`config.mk`:
```
export PLATFORM = sky130hd
export DESIGN_NAME = surv_mem_ctrl
export DESIGN_NICKNAME = d
export VERILOG_FILES = /design/src/rtl/surv_mem_ctrl_pkg.sv /design/src/rtl/surv_mem_ctrl_ram_arb.sv /design/src/rtl/surv_mem_ctrl.sv
export SDC_FILE = /design/constraint.sdc
export NUM_CORES = 1
export LEC_CHECK = 0
export CAP_MARGIN = 20
export CORE_MARGIN = 4
export CORE_UTILIZATION = 39
export CTS_CLUSTER_DIAMETER = 120
export CTS_CLUSTER_SIZE = 24
export DETAILED_ROUTE_END_ITERATION = 16
export PLACE_DENSITY_LB_ADDON = 0.15
export SLEW_MARGIN = 20
export SYNTH_ARGS = -nofsm -noshare
export SYNTH_HDL_FRONTEND = slang
export SYNTH_SLANG_ARGS = --single-unit
export TNS_END_PERCENT = 20
```
`constraint.sdc`:
```
create_clock -name Clock1 -period 1.95 [get_ports Clock1]
set_input_delay 0.585 -clock Clock1 [delete_from_list [all_inputs] [get_ports Clock1]]
set_output_delay 0.585 -clock Clock1 [all_outputs]
set_load 0.005 [all_outputs]
```
`src/rtl/surv_mem_ctrl_pkg.sv`:
```
// Shared constants and FSM encoding for the Viterbi survivor-memory scheduler.
package surv_mem_ctrl_pkg;

   localparam int N_ACS         = 8;
   localparam int WD_RAM_DATA   = 2 * N_ACS;
   localparam int WD_RAM_ADDR   = 8;
   localparam int TB_DEPTH_DEF  = 16;
   localparam int TB_STRIDE_DEF = 8;

   typedef enum logic [1:0] {
      ST_IDLE = 2'd0,
      ST_FILL = 2'd1,
      ST_RUN  = 2'd2
   } surv_state_t;

endpackage

```
`src/rtl/surv_mem_ctrl_ram_arb.sv`:
```
// Single-port survivor RAM arbiter: buffered writes always win over traceback reads,
// and the winner's address is registered onto RamAddr.
module surv_ram_arb
   import surv_mem_ctrl_pkg::*;
#(
   parameter int WD_RAM_ADDR = surv_mem_ctrl_pkg::WD_RAM_ADDR
) (
   input  logic                   Clock1,
   input  logic                   Reset,
   input  logic                   wr_req,
   input  logic [WD_RAM_ADDR-1:0] wr_addr,
   input  logic                   rd_req,
   input  logic [WD_RAM_ADDR-1:0] rd_addr,
   output logic                   RamWE,
   output logic [WD_RAM_ADDR-1:0] RamAddr,
   output logic                   TBRdGnt
);

   // A read that loses to a write simply stays requested; writes never come
   // two cycles in a row, so it is served on the following cycle.
   always_ff @(posedge Clock1 or negedge Reset) begin
      if (!Reset) begin
         RamWE   <= 1'b0;
         TBRdGnt <= 1'b0;
         RamAddr <= '0;
      end else if (wr_req) begin
         RamWE   <= 1'b1;
         TBRdGnt <= 1'b0;
         RamAddr <= wr_addr;
      end else if (rd_req) begin
         RamWE   <= 1'b0;
         TBRdGnt <= 1'b1;
         RamAddr <= rd_addr;
      end else begin
         RamWE   <= 1'b0;
         TBRdGnt <= 1'b0;
      end
   end

endmodule

```
`src/rtl/surv_mem_ctrl.sv`:
```
// Survivor memory write/traceback scheduler for the Viterbi decoder.
// Optional macro SURV_FLUSH_EN: issue a final traceback when Active falls.
module surv_mem_ctrl
   import surv_mem_ctrl_pkg::*;
#(
   parameter int WD_RAM_ADDR = surv_mem_ctrl_pkg::WD_RAM_ADDR,
   parameter int RAM_DEPTH   = 2 ** WD_RAM_ADDR,
   parameter int TB_DEPTH    = TB_DEPTH_DEF,
   parameter int TB_STRIDE   = TB_STRIDE_DEF
) (
   input  logic                   Clock1,
   input  logic                   Reset,
   input  logic                   Active,
   input  logic                   SurvValid,
   output logic                   SurvRDY,
   output logic                   RamWE,
   output logic [WD_RAM_ADDR-1:0] RamAddr,
   input  logic                   TBRdReq,
   input  logic [WD_RAM_ADDR-1:0] TBRdAddr,
   output logic                   TBRdGnt,
   output logic                   TBStart,
   output logic [WD_RAM_ADDR-1:0] TBStartAddr
);

   localparam int WD_FILL   = $clog2(TB_DEPTH + 1);
   localparam int WD_STRIDE = $clog2(TB_STRIDE + 1);

   surv_state_t            state, next_state;
   logic                   phase;
   logic [WD_RAM_ADDR-1:0] wr_ptr;
   logic [WD_FILL-1:0]     fill_cnt;
   logic [WD_STRIDE-1:0]   stride_cnt;
   logic                   fill_hit, stride_hit, launch;
   logic [WD_RAM_ADDR-1:0] launch_addr;

   assign SurvRDY    = SurvValid && phase && (state != ST_IDLE);
   assign fill_hit   = (state == ST_FILL) && RamWE && (fill_cnt == WD_FILL'(TB_DEPTH - 1));
   assign stride_hit = (state == ST_RUN) && RamWE && (stride_cnt == WD_STRIDE'(TB_STRIDE - 1));

   always_ff @(posedge Clock1 or negedge Reset) begin
      if (!Reset) state <= ST_IDLE;
      else        state <= next_state;
   end

   always_comb begin
      next_state = state;
      case (state)
         ST_IDLE: if (Active) next_state = ST_FILL;
         ST_FILL: if (fill_cnt == WD_FILL'(TB_DEPTH)) next_state = ST_RUN;
         ST_RUN:  next_state = ST_RUN;
         default: next_state = ST_IDLE;
      endcase
      if (!Active) next_state = ST_IDLE;
   end

   // Dropping Active restarts pairing and pointers from scratch; a write already
   // registered in the arbiter still completes on the RAM.
   always_ff @(posedge Clock1 or negedge Reset) begin
      if (!Reset) begin
         phase      <= 1'b0;
         wr_ptr     <= '0;
         fill_cnt   <= '0;
         stride_cnt <= '0;
      end else if (!Active) begin
         phase      <= 1'b0;
         wr_ptr     <= '0;
         fill_cnt   <= '0;
         stride_cnt <= '0;
      end else begin
         if (SurvValid && (state != ST_IDLE)) phase <= ~phase;
         if (RamWE) begin
            wr_ptr <= (wr_ptr == WD_RAM_ADDR'(RAM_DEPTH - 1)) ? '0 : wr_ptr + 1'b1;
            if (fill_cnt != WD_FILL'(TB_DEPTH)) fill_cnt <= fill_cnt + 1'b1;
            if (state == ST_RUN) stride_cnt <= stride_hit ? '0 : stride_cnt + 1'b1;
         end
      end
   end

   // The address being written this cycle is the one a launched traceback starts from.
   always_comb begin
      launch      = Active && (fill_hit || stride_hit);
      launch_addr = RamAddr;
`ifdef SURV_FLUSH_EN
      if (!Active && (state != ST_IDLE) && (RamWE || (fill_cnt != '0))) begin
         launch      = 1'b1;
         launch_addr = RamWE ? RamAddr : wr_ptr - 1'b1;
      end
`endif
   end

   always_ff @(posedge Clock1 or negedge Reset) begin
      if (!Reset) begin
         TBStart     <= 1'b0;
         TBStartAddr <= '0;
      end else begin
         TBStart <= launch;
         if (launch) TBStartAddr <= launch_addr;
      end
   end

   surv_ram_arb #(
      .WD_RAM_ADDR (WD_RAM_ADDR)
   ) u_arb (
      .Clock1  (Clock1),
      .Reset   (Reset),
      .wr_req  (SurvRDY),
      .wr_addr (wr_ptr),
      .rd_req  (TBRdReq),
      .rd_addr (TBRdAddr),
      .RamWE   (RamWE),
      .RamAddr (RamAddr),
      .TBRdGnt (TBRdGnt)
   );

endmodule

```
==> results.json <==
{
  "outcome": "complete, no violations",
  "post-route-drc-count": 0,
  "period_utilization_pct": 95.3,
  "postSynthNetCount": 196,
  "rsz0062_at_grt": "no",
  "asyncSetResetFlopFracSynth_pct": 100,
  "postRouteAntennaNets": 0,
  "finalHoldViolations": 0,
  "setup_viol_count_final": 0,
  "max-slew-margin-rel_pct": 65.2,
  "grt_max_degree": 22,
  "slowest_delay_ns": 0.37,
  "finalClockSkew_ns": 0.00446,
  "std_cell_rows": 25,
  "post-dp-hpwl_um": 2800,
  "synth_top_cell_area_share_pct": 51.8,
  "min-delay-path-class": "in2async",
  "clock_tree_from_tritoncts": "built",
  "irDropWorstVdd_mv": 0.472,
  "tns_ns": 0,
  "regToRegEndpoint": "TBStartAddr[3]",
  "routed_wire_length_per_instance_um": 13.9,
  "crit_start": "state[1]",
  "place.gp.congestion": 0.776,
  "worst-path-stages": 5,
  "drv.max_cap_violation_count": 0,
  "grt_antenna_before_repair": 0,
  "timing_worst_slew_pin_value_ns": 0.522,
  "area_growth_syn_to_layout_pct": 31.1,
  "number_of_synthesized_flops_with_an_enable_pin": 0,
  "final_max_slew_viol_count": 0,
  "hold_buffers": 0,
  "dieArea_mm2": 0.00601,
  "insertedDiodeCount": 0,
  "post_synth_num_cell_types": 37,
  "cellPowerDensity_mw_per_mm2": 872,
  "worstPathBufferInverterCount": 3,
  "cp.required_ns": 1.36,
  "crit_family": "flip-flops",
  "cts_num_sinks": 39,
  "top_level_ports": 33,
  "place_worst_setup_slack_ns": -0.442,
  "synth_top_area_cell": "sky130_fd_sc_hd__dfrtp_1",
  "worst-endpoint-arrival_ns": 1.27,
  "num-nets-final": 242,
  "core_area_mm2": 0.00469,
  "finalWorstPathRequiredPeriod_ns": 1.86,
  "endpoint": "SurvRDY",
  "post_synth_inst_count": 174,
  "start_kind": "flop",
  "finalWorstSetupSlack_ns": 0.0916,
  "r2r_start": "state[0]",
  "synth.yosys.seq_area_share_pct": 51.8,
  "cts-buffers-inserted": 5,
  "insertion_delay_ns": 0.29,
  "yosys.cell_count.top_type": "sky130_fd_sc_hd__dfrtp_1",
  "ws_path_type": "reg2out",
  "dominant_synthesized_flop_cell": "sky130_fd_sc_hd__dfrtp_1",
  "power.leakage_nw": 1.11,
  "h_tree_level_count": 2,
  "wl_um": 3810,
  "starting_density_of_the_core_pct": 40.2,
  "numPortBuffers": 32,
  "ys_top_cells_by_count": "sky130_fd_sc_hd__dfrtp_1 (39), sky130_fd_sc_hd__nor2_1 (18), sky130_fd_sc_hd__a21oi_1 (14)",
  "fmax_mhz": 538,
  "die-width_um": 77.5,
  "rrSetupSlack_ns": 0.19,
  "grt_overflow_total": 0,
  "sort_of_element_at_the_end_of_the_critical_path": "output pin",
  "yosysWarnings": 0,
  "grt.total_usage_pct": 14.0,
  "worstPathCellList": "inv_2, ha_4, nand3b_1, inv_1, buf_2",
  "r2r.worst_path.cells": 7,
  "first_pass_iters": 4,
  "cts-root-buf": "sky130_fd_sc_hd__clkbuf_8",
  "syn-cell-area_mm2": 0.00189,
  "final.hold.worst_slack_ns": 0.241,
  "via_count": 1444,
  "grt_first_pass_wirelength_um": 6780,
  "routed_via_density": 5.25,
  "post_synth.cell_area_avg_um2": 10.8,
  "path_clk_slew_ns": 0.07,
  "synth_area_leaders": "sky130_fd_sc_hd__dfrtp_1 (52%), sky130_fd_sc_hd__ha_1 (6.0%), sky130_fd_sc_hd__mux2i_1 (5.8%), sky130_fd_sc_hd__mux2_2 (4.8%), sky130_fd_sc_hd__a21oi_1 (3.7%)",
  "number_of_register_bits_inferred_by_synthesis": 39,
  "clk_path_buf_depth": 2,
  "worstPathMaxFanout": 2,
  "grt_pass1_vias": 1515,
  "detail_route.iter0.violations": 37,
  "drive_above_1_share_pct": 16.7,
  "crit_slowest_cell": "sky130_fd_sc_hd__dfrtp_1",
  "dieHeight_um": 77.5
}
==> sequential cells by signal, indices dropped and copies added, names as in the netlist <==
signal,count
fill_cnt,5
u_arb.TBRdGnt,1
TBStart,1
stride_cnt,4
u_arb.RamAddr,8
wr_ptr,8
TBStartAddr,8
phase,1
u_arb.RamWE,1
state,2
==> cell type report <==
type / instances / area (um^2)
Clock buffer: 8 / 100
Fill cell: 411 / 2220
Inverter: 8 / 30.0
Multi-Input combinational cell: 120 / 858
Sequential cell: 39 / 976
Tap cell: 54 / 67.6
Timing Repair Buffer: 46 / 439
==> per-stage QoR <==
step           instances  utilization (%)  power [mW]  area (um^2)
6_report             275             52.7        2.15         2470
5_1_grt              275             52.7        2.30         2470
4_1_cts              273             52.1        2.14         2440
3_5_place_dp         265             50.1        1.54         2350
3_3_place_gp         265             50.1        1.52         2350
2_1_floorplan        174                -        1.23         1890
==> cell usage in the layout (no fill, tap or decap), types with 2 or more instances in the layout <==
cell and n:
sky130_fd_sc_hd__buf_12 2, sky130_fd_sc_hd__nor2b_1 2, sky130_fd_sc_hd__nand3b_1 3, sky130_fd_sc_hd__o21ai_0 5
sky130_fd_sc_hd__buf_2 2, sky130_fd_sc_hd__clkbuf_8 7, sky130_fd_sc_hd__inv_2 2, sky130_fd_sc_hd__clkdlybuf4s50_1 29
sky130_fd_sc_hd__buf_4 12, sky130_fd_sc_hd__nand4_1 3, sky130_fd_sc_hd__dfrtp_1 39, sky130_fd_sc_hd__mux2i_1 11
sky130_fd_sc_hd__ha_1 8, sky130_fd_sc_hd__nand3_1 6, sky130_fd_sc_hd__or3_1 2, sky130_fd_sc_hd__a21oi_1 14
sky130_fd_sc_hd__inv_1 6, sky130_fd_sc_hd__nand3_2 2, sky130_fd_sc_hd__or4_1 2, sky130_fd_sc_hd__mux2_2 8
sky130_fd_sc_hd__nor2_1 18, sky130_fd_sc_hd__and3_1 2, sky130_fd_sc_hd__xor2_1 5, sky130_fd_sc_hd__nand2_1 13
==> power breakdown <==
part	switching, mW	total [mW]	internal [mW]
Clock	0.277	0.600	0.323
Combinational	0.249	0.577	0.329
Sequential	0.0705	0.977	0.906
Total	0.596	2.15	1.56
==> per-layer routing <==
layer  part of all wire (%)  GRT usage, %
met1                     40          15.2
met2                     53          25.3
met3                    5.5          5.10
met4                   0.97          3.91
met5                      0             0
==> timing repair <==
item | in CTS | in global routing
buffers inserted | 0 | 2
resized for setup | 5 | 4
pin swaps | 1 | 0
gates cloned | 0 | 0
setup endpoints to repair | 1 | 1
endpoints found under the hold margin | 0 | 0
==> logic make-up (layout without fill, tap and decap cells) <==
group	count (synthesis)	after routing	share of synthesized area, %
muxes	19	19	10.6
buffers and inverters	15	62	3.38
DFF	39	39	51.8
adders and majority gates	9	9	5.97
and+or+nand+nor	56	56	15.3
xor gates and xnor gates	6	6	2.79
AOI/OAI and AO/OA	30	30	10.2
==> how the worst min path moves through the flow <==
stage                                end  depth (start not counted)
after detailed placement  TBStartAddr[5]                          1
after CTS                 TBStartAddr[4]                          1
after floorplan                  TBStart                          0
final                     TBStartAddr[4]                          1
after global placement    TBStartAddr[4]                          1
after global routing      TBStartAddr[4]                          1
Power figures use the tool's default switching activity.
